--- config.mk ---
export PLATFORM = sky130hd
export DESIGN_NAME = uart_rx_flat
export DESIGN_NICKNAME = d
export VERILOG_FILES = /design/src/rtl/uart_pkg.sv /design/src/rtl/uart_rx_if.sv /design/src/rtl/uart_sync_2ff.sv /design/src/rtl/uart_rx.sv /design/src/flat_wrapper.sv
export SDC_FILE = /design/constraint.sdc
export NUM_CORES = 1
export LEC_CHECK = 0
export CORE_ASPECT_RATIO = 0.7
export CORE_MARGIN = 1
export CORE_UTILIZATION = 25
export CTS_BUF_LIST = sky130_fd_sc_hd__clkbuf_2 sky130_fd_sc_hd__clkbuf_4 sky130_fd_sc_hd__clkbuf_8
export DETAILED_ROUTE_END_ITERATION = 10
export DONT_BUFFER_PORTS = 1
export GPL_TIMING_DRIVEN = 0
export PLACE_DENSITY = 0.48
export RECOVER_POWER = 50
export SKIP_LAST_GASP = 1
export SYNTH_ARGS = -nofsm -noshare
export SYNTH_HDL_FRONTEND = slang
export SYNTH_SLANG_ARGS = --single-unit
--- constraint.sdc ---
create_clock -name i_sys_clk -period 3.99 [get_ports i_sys_clk]
set_clock_uncertainty 0.2 [all_clocks]
set_input_delay 0.9975 -clock i_sys_clk [delete_from_list [all_inputs] [get_ports i_sys_clk]]
set_output_delay 0.9975 -clock i_sys_clk [all_outputs]
set_load 0.005 [all_outputs]
--- src/rtl/uart_pkg.sv ---
// ---------------------------------------------------------------------------
// uart_pkg
// Shared UART definitions used by both the receiver and the transmitter:
//   - default frame geometry (data bits, oversample ticks per bit)
//   - receiver FSM state enumeration
//   - small helpers for the oversample counter compare points
// No ports (package).
// ---------------------------------------------------------------------------
package uart_pkg;

  localparam int DEFAULT_DATA_BITS       = 8;
  localparam int DEFAULT_OVERSAMPLE_RATE = 16;

  typedef enum logic [2:0] {
    ST_IDLE  = 3'd0,
    ST_START = 3'd1,
    ST_DATA  = 3'd2,
    ST_STOP  = 3'd3,
    ST_BREAK = 3'd4
  } uart_state_e;

  // Tick count at which the centre of the start bit is reached, counted
  // from the tick on which the falling edge was first seen.
  function automatic int mid_bit_tick(input int oversample_rate);
    return oversample_rate / 2 - 1;
  endfunction

  // Tick count marking one full bit period.
  function automatic int full_bit_tick(input int oversample_rate);
    return oversample_rate - 1;
  endfunction

endpackage

--- src/rtl/uart_rx_if.sv ---
// ---------------------------------------------------------------------------
// uart_rx_if
// Consumer-side bus of the UART receiver.
//   o_data      : received word, valid while o_valid is high
//   o_valid     : word available, held until accepted
//   i_ready     : consumer accepts o_data when o_valid && i_ready
//   o_frame_err : one-cycle pulse, stop bit sampled low
//   o_overrun   : one-cycle pulse, completed word dropped (o_valid still set)
// Modports:
//   master : the receiver (drives data/valid/flags, reads ready)
//   slave  : the consumer (reads data/valid/flags, drives ready)
// ---------------------------------------------------------------------------
interface uart_rx_if
  import uart_pkg::*;
#(
  parameter int P_DATA_BITS = DEFAULT_DATA_BITS
);

  logic [P_DATA_BITS-1:0] o_data;
  logic                   o_valid;
  logic                   i_ready;
  logic                   o_frame_err;
  logic                   o_overrun;

  modport master (
    output o_data,
    output o_valid,
    output o_frame_err,
    output o_overrun,
    input  i_ready
  );

  modport slave (
    input  o_data,
    input  o_valid,
    input  o_frame_err,
    input  o_overrun,
    output i_ready
  );

endinterface

--- src/rtl/uart_sync_2ff.sv ---
// ---------------------------------------------------------------------------
// uart_sync_2ff
// Two-flop synchronizer for a single asynchronous input bit.
// Ports:
//   i_sys_clk   : destination clock
//   i_sys_rst_n : asynchronous active-low reset, loads P_RESET_VAL
//   i_d         : asynchronous input
//   o_q         : synchronized output (two clock cycles of latency)
// ---------------------------------------------------------------------------
module uart_sync_2ff #(
  parameter logic P_RESET_VAL = 1'b1
) (
  input  logic i_sys_clk,
  input  logic i_sys_rst_n,
  input  logic i_d,
  output logic o_q
);

  logic r_meta;
  logic r_sync;

  // Reset to the idle level of the line so no false start is seen when
  // reset is released.
  always_ff @(posedge i_sys_clk or negedge i_sys_rst_n) begin
    if (!i_sys_rst_n) begin
      r_meta <= P_RESET_VAL;
      r_sync <= P_RESET_VAL;
    end else begin
      r_meta <= i_d;
      r_sync <= r_meta;
    end
  end

  assign o_q = r_sync;

endmodule

--- src/rtl/uart_rx.sv ---
// ---------------------------------------------------------------------------
// uart_rx
// Oversampling UART receiver: P_DATA_BITS data bits, LSB first, no parity,
// one stop bit. The line is synchronized, the start bit is validated at its
// centre, and every following bit is sampled once per P_OVERSAMPLE_RATE
// ticks. Completed words are offered on a valid/ready bus.
// Ports:
//   i_sys_clk         : system clock, rising edge
//   i_sys_rst_n       : asynchronous active-low reset
//   i_oversample_tick : one-cycle strobe at P_OVERSAMPLE_RATE x baud
//   i_rx              : asynchronous serial line, idle high
//   o_busy            : high whenever the FSM is not in IDLE
//   rx_bus            : uart_rx_if.master (o_data/o_valid/i_ready,
//                       o_frame_err, o_overrun)
// ---------------------------------------------------------------------------
module uart_rx
  import uart_pkg::*;
#(
  parameter int P_DATA_BITS       = DEFAULT_DATA_BITS,
  parameter int P_OVERSAMPLE_RATE = DEFAULT_OVERSAMPLE_RATE
) (
  input  logic      i_sys_clk,
  input  logic      i_sys_rst_n,
  input  logic      i_oversample_tick,
  input  logic      i_rx,
  output logic      o_busy,
  uart_rx_if.master rx_bus
);

  localparam int C_TICK_W = $clog2(P_OVERSAMPLE_RATE);
  localparam int C_BIT_W  = $clog2(P_DATA_BITS + 1);

  localparam logic [C_TICK_W-1:0] C_TICK_MID =
    C_TICK_W'(mid_bit_tick(P_OVERSAMPLE_RATE));
  localparam logic [C_TICK_W-1:0] C_TICK_END =
    C_TICK_W'(full_bit_tick(P_OVERSAMPLE_RATE));
  localparam logic [C_BIT_W-1:0]  C_BIT_LAST = C_BIT_W'(P_DATA_BITS - 1);

  // -------------------------------------------------------------------------
  // Input synchronizer
  // -------------------------------------------------------------------------
  logic w_rx_sync;

  uart_sync_2ff #(
    .P_RESET_VAL (1'b1)
  ) u_rx_sync (
    .i_sys_clk   (i_sys_clk),
    .i_sys_rst_n (i_sys_rst_n),
    .i_d         (i_rx),
    .o_q         (w_rx_sync)
  );

  // -------------------------------------------------------------------------
  // Receive FSM
  // -------------------------------------------------------------------------
  uart_state_e            r_state;
  uart_state_e            w_state_next;
  logic [C_TICK_W-1:0]    r_tick_cnt;
  logic [C_TICK_W-1:0]    w_tick_cnt_next;
  logic [C_BIT_W-1:0]     r_bit_cnt;
  logic [C_BIT_W-1:0]     w_bit_cnt_next;
  logic [P_DATA_BITS-1:0] r_shift;
  logic [P_DATA_BITS-1:0] w_shift_next;
  logic                   w_frame_done;
  logic                   w_frame_bad;

  always_ff @(posedge i_sys_clk or negedge i_sys_rst_n) begin
    if (!i_sys_rst_n) begin
      r_state    <= ST_IDLE;
      r_tick_cnt <= '0;
      r_bit_cnt  <= '0;
      r_shift    <= '0;
    end else begin
      r_state    <= w_state_next;
      r_tick_cnt <= w_tick_cnt_next;
      r_bit_cnt  <= w_bit_cnt_next;
      r_shift    <= w_shift_next;
    end
  end

  always_comb begin
    w_state_next    = r_state;
    w_tick_cnt_next = r_tick_cnt;
    w_bit_cnt_next  = r_bit_cnt;
    w_shift_next    = r_shift;
    w_frame_done    = 1'b0;
    w_frame_bad     = 1'b0;

    // Nothing moves between ticks, so a stalled baud generator freezes the
    // receiver exactly where it is.
    if (i_oversample_tick) begin
      case (r_state)
        ST_IDLE: begin
          if (!w_rx_sync) begin
            w_state_next    = ST_START;
            w_tick_cnt_next = '0;
          end
        end

        ST_START: begin
          if (r_tick_cnt == C_TICK_MID) begin
            w_tick_cnt_next = '0;
            w_bit_cnt_next  = '0;
            // A line that is high again at mid start bit was a glitch.
            w_state_next    = w_rx_sync ? ST_IDLE : ST_DATA;
          end else begin
            w_tick_cnt_next = r_tick_cnt + 1'b1;
          end
        end

        ST_DATA: begin
          if (r_tick_cnt == C_TICK_END) begin
            w_tick_cnt_next = '0;
            // LSB arrives first: shift in at the top so that after the last
            // bit the first one has reached bit 0.
            w_shift_next    = {w_rx_sync, r_shift[P_DATA_BITS-1:1]};
            if (r_bit_cnt == C_BIT_LAST) begin
              w_bit_cnt_next = '0;
              w_state_next   = ST_STOP;
            end else begin
              w_bit_cnt_next = r_bit_cnt + 1'b1;
            end
          end else begin
            w_tick_cnt_next = r_tick_cnt + 1'b1;
          end
        end

        ST_STOP: begin
          if (r_tick_cnt == C_TICK_END) begin
            w_tick_cnt_next = '0;
            if (w_rx_sync) begin
              w_frame_done = 1'b1;
              w_state_next = ST_IDLE;
            end else begin
              w_frame_bad  = 1'b1;
              w_state_next = ST_BREAK;
            end
          end else begin
            w_tick_cnt_next = r_tick_cnt + 1'b1;
          end
        end

        ST_BREAK: begin
          // A held-low line must return high before a new start is accepted,
          // otherwise a break would be decoded as a stream of 0x00 frames.
          if (w_rx_sync) begin
            w_state_next = ST_IDLE;
          end
        end

        default: begin
          w_state_next    = ST_IDLE;
          w_tick_cnt_next = '0;
          w_bit_cnt_next  = '0;
        end
      endcase
    end
  end

  assign o_busy = (r_state != ST_IDLE);

  // -------------------------------------------------------------------------
  // Output holding register and status pulses
  // -------------------------------------------------------------------------
  logic [P_DATA_BITS-1:0] r_data;
  logic                   r_valid;
  logic                   r_frame_err;
  logic                   r_overrun;
  logic                   w_accept;
  logic                   w_load;

  assign w_accept = r_valid & rx_bus.i_ready;
  // A word handed over in the same cycle frees the register for the new one.
  assign w_load   = w_frame_done & (~r_valid | rx_bus.i_ready);

  always_ff @(posedge i_sys_clk or negedge i_sys_rst_n) begin
    if (!i_sys_rst_n) begin
      r_data      <= '0;
      r_valid     <= 1'b0;
      r_frame_err <= 1'b0;
      r_overrun   <= 1'b0;
    end else begin
      r_frame_err <= w_frame_bad;
      // The held word wins: the newly completed one is dropped.
      r_overrun   <= w_frame_done & r_valid & ~rx_bus.i_ready;
      if (w_load) begin
        r_data  <= r_shift;
        r_valid <= 1'b1;
      end else if (w_accept) begin
        r_valid <= 1'b0;
      end
    end
  end

  assign rx_bus.o_data      = r_data;
  assign rx_bus.o_valid     = r_valid;
  assign rx_bus.o_frame_err = r_frame_err;
  assign rx_bus.o_overrun   = r_overrun;

endmodule

--- src/flat_wrapper.sv ---
// flat-port wrapper written by rule: the top's interface ports become plain ports
module uart_rx_flat import uart_pkg::*;
#(
  parameter int P_DATA_BITS       = DEFAULT_DATA_BITS,
  parameter int P_OVERSAMPLE_RATE = DEFAULT_OVERSAMPLE_RATE
)
  (i_sys_clk, i_sys_rst_n, i_oversample_tick, i_rx, o_busy, rx_bus_o_data, rx_bus_o_valid, rx_bus_o_frame_err, rx_bus_o_overrun, rx_bus_i_ready);
  uart_rx_if #(.P_DATA_BITS(P_DATA_BITS)) rx_bus_i ();
  input  logic i_sys_clk;
  input  logic i_sys_rst_n;
  input  logic i_oversample_tick;
  input  logic i_rx;
  output logic o_busy;
  output wire logic [$bits(rx_bus_i.o_data)-1:0] rx_bus_o_data;
  output wire logic [$bits(rx_bus_i.o_valid)-1:0] rx_bus_o_valid;
  output wire logic [$bits(rx_bus_i.o_frame_err)-1:0] rx_bus_o_frame_err;
  output wire logic [$bits(rx_bus_i.o_overrun)-1:0] rx_bus_o_overrun;
  input wire logic [$bits(rx_bus_i.i_ready)-1:0] rx_bus_i_ready;
  assign rx_bus_o_data = rx_bus_i.o_data;
  assign rx_bus_o_valid = rx_bus_i.o_valid;
  assign rx_bus_o_frame_err = rx_bus_i.o_frame_err;
  assign rx_bus_o_overrun = rx_bus_i.o_overrun;
  assign rx_bus_i.i_ready = rx_bus_i_ready;
  uart_rx #(.P_DATA_BITS(P_DATA_BITS), .P_OVERSAMPLE_RATE(P_OVERSAMPLE_RATE)) u_core (.i_sys_clk(i_sys_clk), .i_sys_rst_n(i_sys_rst_n), .i_oversample_tick(i_oversample_tick), .i_rx(i_rx), .o_busy(o_busy), .rx_bus(rx_bus_i));
endmodule
# Yosys cells after proc, flatten, opt, wreduce, memory -nomap -nowiden
# Index checks and enable logic that the tools add are counted.
[totals] out_inout_bits=12 n_memories=0 ramBits=0 latch_bits=0 wordCells=70 regBits=32 rom_bits=0 input_bits=5
[op_classes] shifts=0 multipliers=0 n_bitwise=9 div=0 n_eq_ne=13 reduce_logical=9 muxes=27 addsub=2 order_cmp=0
[ops] cell="4-bit two-way mux" n=6
[ops] cell="3-bit two-way mux" n=7
[ops] cell="4-bit case mux with 4 select lines" n=1
[ops] cell="3-bit case mux with 5 select lines" n=1
[ops] cell="4-bit case mux with 3 select lines" n=1
[ops] cell="1-bit two-way mux" n=10
[ops] cell="4-bit by 1-bit adder with 4-bit output, second input constant" n=2
[ops] cell="4-bit by 3-bit equality test with 1-bit output, second input constant" n=2
[ops] cell="2-bit by 1-bit != test with 1-bit output, second input constant" n=4
[ops] cell="7-bit AND reduction" n=1
[ops] cell="3-bit by 2-bit equality test with 1-bit output, second input constant" n=2
[ops] cell="3-bit AND reduction" n=2
[ops] cell="1-bit bitwise AND" n=4
[ops] cell="4-bit equality test, second input constant" n=1
[ops] cell="2-bit != test, second input constant" n=2
[ops] cell="1-bit NOT" n=4
[ops] cell="4-bit AND reduction" n=1
[ops] cell="3-bit by 1-bit equality test with 1-bit output, second input constant" n=1
[ops] cell="3-bit equality test, second input constant" n=1
[ops] cell="3-bit zero test" n=1
[ops] cell="3-bit nonzero test" n=1
[ops] cell="3-bit OR reduction" n=1
[ops] cell="2-bit two-way mux" n=1
[ops] cell="2-bit nonzero test" n=1
[ops] cell="2 further kinds" n=2

# Depth between registers and ports, before layout
[depth] ltp_word=6 ltp_mapped=6 mapped_depth_nobuf=5

# Modules after synthesis
# Synthesis repeated with hierarchy kept, for this count alone.
[hier_totals] hier_cells=117 hier_area_um2=1465.2
[by_module_without_submodules] mod="uart_rx" seq_area_each_um2=750.7 instances=1 area_per_inst_um2=1412.6 cells_each=115
[by_module_without_submodules] mod="uart_sync_2ff" seq_area_each_um2=52.6 instances=1 area_per_inst_um2=52.6 cells_each=2

# Least setup slack after synthesis
# OpenSTA, ideal clock, no wires.
[synth_path] kind="input to register" startpoint="in i_oversample_tick" endpoint="reg u_core.r_data[0], in the netlist u_core.rx_bus.o_data[0]" n_path_buf=0 cell_stages=4 setup_time_ps=125 t_required_ps=3665 t_arrival_ps=1847 slack_ps=1818 cell_sequence="nand4_1 > nor2_1 > nand3_1 > mux2_2"
[synth_between] elab_chain_len=2
[synth_lines] element="start, declared" line="flat_wrapper.sv:11" text="input logic i_oversample_tick;"
[synth_lines] element="1-bit two-way mux" line="uart_rx.sv:91" text="if (i_oversample_tick) begin"
[synth_lines] element="1-bit bitwise AND" line="uart_rx.sv:174" text="assign w_load = w_frame_done & (~r_valid | rx_bus.i_ready);"
[synth_lines] element="end signal, assigned" line="uart_rx.sv:187" text="r_data <= r_shift;"
[synth_lines] element="end, declared" line="uart_rx.sv:165" text="logic [P_DATA_BITS-1:0] r_data;"
# No other way between the ends.
# A chain may end at the register's enable or synchronous reset.

# Worst setup path in the final report
[layout_path] startpoint="reg u_core.r_state[2]" endpoint="out o_busy"
[layout_between] elab_chain_len=1
[layout_lines] element="start, declared" line="uart_rx.sv:56" text="uart_state_e r_state;"
[layout_lines] element="start signal, assigned" line="uart_rx.sv:74" text="r_state <= w_state_next;"
[layout_lines] element="3-bit nonzero test" line="uart_rx.sv:160" text="assign o_busy = (r_state != ST_IDLE);"
[layout_lines] element="end, declared" line="flat_wrapper.sv:13" text="output logic o_busy;"
# No other way between the ends.

==> flow_summary.json <==
{
  "die_area_um2": 6270,
  "yosys_warnings": 0,
  "max_freq_ghz": 0.417,
  "fin_nets": 134,
  "min_path_type": "register to register",
  "cts.path.max_buffers": 2,
  "syn_avg_cell_area_um2": 12.4,
  "power.share.clock_pct": 30.9,
  "fin_setup_tns_ns": 0,
  "grt_usage_pct": 10.0,
  "rsz0062_at_grt": "false",
  "internal_power_mw": 0.750,
  "wl_per_cell_um": 13.5,
  "clk_pin_slew_ns": 0.07,
  "power.switching_mw": 0.337,
  "overflow": 0,
  "dr.pass1.iters": 4,
  "layout_commonest_cell": "dfrtp_1",
  "cts_tree": "done",
  "cts_resized": 0,
  "cellPowerDensity_nw_per_um2": 636,
  "maxCapViolations": 0,
  "slew_viol_final": 0,
  "worstSetupPathType": "register to primary output",
  "pin_count": 17,
  "synth_edf_count": 0,
  "vdd_drop_max_v": 0.000144,
  "grt_max_degree": 33,
  "fillers": 577,
  "cts-buffers-inserted": 5,
  "clock_latency_ns": 0.28,
  "synth_seq_area_share_pct": 54.0,
  "min_period_over_period_pct": 60.1,
  "min_period_ns": 2.40,
  "start_util_pct": 26.0,
  "dpl_cell_area_um2": 1580,
  "drive_above_1_share_pct": 31.3,
  "layout_common_cells": "30 x dfrtp_1, 16 x mux2_2, 8 x nor2_1, 7 x clkbuf_8, 6 x nand2_1",
  "hpwl_um": 2010,
  "post_cts_buffers": 0,
  "cp_max_fo": 10,
  "place_congestion": 0.753,
  "pwr-share-seq_pct": 35.9,
  "ys_async_sr_fraction_pct": 100,
  "arrival_ns": 1.20,
  "antenna_cells": 0,
  "yosys.area.top_type": "dfrtp_1",
  "hold_viol": 0,
  "cts_num_sinks": 32,
  "grt_pass1_vias": 992,
  "regArea_um2": 803,
  "die_h_um": 66.5,
  "cts_root_buf": "clkbuf_8",
  "reg2reg_slack_ns": 1.77,
  "syn_area_um2": 1490,
  "grt_antenna_before_repair": 0,
  "first_iter_violations": 41,
  "worstMarginPinSlew_ns": 0.649,
  "row_count": 23,
  "htreeDepth": 2,
  "critPathRequiredTime_ns": 2.79,
  "synth_top_area_share_pct": 50.5,
  "post_synth_num_cell_types": 42,
  "drcViolationCount": 0,
  "netlist_instances": 120,
  "core-area_um2": 5730,
  "grt_pass1_wl_um": 4720,
  "port_buffers": 0,
  "cp-end-kind": "primary output",
  "status": "finished, final reports clean",
  "comb_power_share_pct": 33.2,
  "start_kind": "register",
  "synthFlopType": "dfrtp_1",
  "syn_to_final_growth_pct": 14.8,
  "yosys-top-cells-area": "dfrtp_1 50%, mux2_2 12%, dfstp_2 3.5%, nor2_1 2.0%, ha_1 1.7%",
  "multi_input_area_um2": 633,
  "synth_nets": 127,
  "fin_area_um2": 1710,
  "relSlewSlack_pct": 56.2,
  "ys_seq_elements": 32,
  "num_vias": 930,
  "cts_hold_buf": 0,
  "p_leak_nw": 0.778,
  "drt-total-wl_um": 2740,
  "vias_per_cell": 4.58,
  "setup_viol": 0,
  "die_x_um": 94.2,
  "switching_share_pct": 31.0,
  "drtAntennaViolNets": 0
}
-- state kept, by name, summed over array words and instances (netlist names) --
signal	count
u_core.r_shift	8
u_core.rx_bus.o_data	8
u_core.r_bit_cnt	4
u_core.r_tick_cnt	4
u_core.r_state	3
u_core.rx_bus.o_frame_err	1
u_core.rx_bus.o_overrun	1
u_core.rx_bus.o_valid	1
u_core.u_rx_sync.o_q	1
u_core.u_rx_sync.r_meta	1
-- through the flow --
stage | std cells | utilization, % | setup WS [ns] | hold slack, ns | power, mW
after floorplan | 120 | - | 1.82 | 0.145 | 0.690
after global placement | 195 | 27.6 | 1.57 | 0.147 | 0.742
after detailed placement | 195 | 27.6 | 1.52 | 0.151 | 0.759
after CTS | 203 | 29.8 | 1.57 | 0.162 | 1.10
after global routing | 203 | 29.8 | 1.53 | 0.166 | 1.16
final | 203 | 29.8 | 1.59 | 0.160 | 1.09
-- final cells by class --
class / count / share of cell area [%]
inverters: 2 / 0.440
plain buffers: 6 / 2.56
clock buffers: 7 / 5.64
well taps: 75 / 5.49
flip-flops and latches: 32 / 47.0
clock inverters: 1 / 1.76
multi-input cells: 80 / 37.1
-- Yosys cell counts, types with 2 or more instances --
cell type	n
nand2_1	6
mux2_1	2
buf_2	2
a32o_1	2
o41ai_1	2
o21ai_0	5
dfstp_2	2
or2_2	2
o31ai_1	2
nor3_1	3
nor2_1	8
nand2b_1	3
dfrtp_1	30
mux2_2	16
buf_6	2
ha_1	2
inv_1	2
xor2_1	2
nand3_1	4
-- power by group through the flow --
stage | Sequential (mW) | Clock [mW] | Combinational (mW)
global route | 0.395 | 0.361 | 0.408
floorplan | 0.390 | 0 | 0.299
finish | 0.390 | 0.335 | 0.361
global placement | 0.394 | 0 | 0.347
CTS | 0.390 | 0.349 | 0.364
detailed placement | 0.396 | 0 | 0.363
-- final timing paths --
path,depth (start not counted),start,to
max reg2reg,5,u_core.r_tick_cnt[0],u_core.r_state[0]
max in group asynchronous,0,i_sys_rst_n,u_core.u_rx_sync.o_q
max,2,u_core.r_state[2],o_busy
min,0,u_core.u_rx_sync.r_meta,u_core.u_rx_sync.o_q
min reg2reg,0,u_core.u_rx_sync.r_meta,u_core.u_rx_sync.o_q
min in group asynchronous,0,i_sys_rst_n,u_core.r_tick_cnt[2]
-- metal layers --
metal,global-route usage [%],up-vias,part of all wire (%)
met5,0,-,0
met4,4.62,0,1.8
met3,2.74,7,4.0
met2,14.9,13,46
met1,13.4,463,48
li1,-,447,-
-- logic make-up (layout without fill, tap and decap cells) --
logic type	after synthesis	in the layout	share of synthesized area, %
flip-flops	32	32	54.0
multiplexers	19	19	14.3
adder cells (fa/ha/maj)	2	2	1.68
AND/OR/NAND/NOR	35	35	12.9
AO/OA/AOI/OAI	21	21	11.9
XOR/XNOR	3	3	1.77
buffers and inverters	8	16	3.45
-- worst max-delay path, stage by stage (launching register included) --
cell     delay, ns
dfrtp_1       0.37
buf_6         0.14
or3_1         0.41
Power figures use the tool's default switching activity.
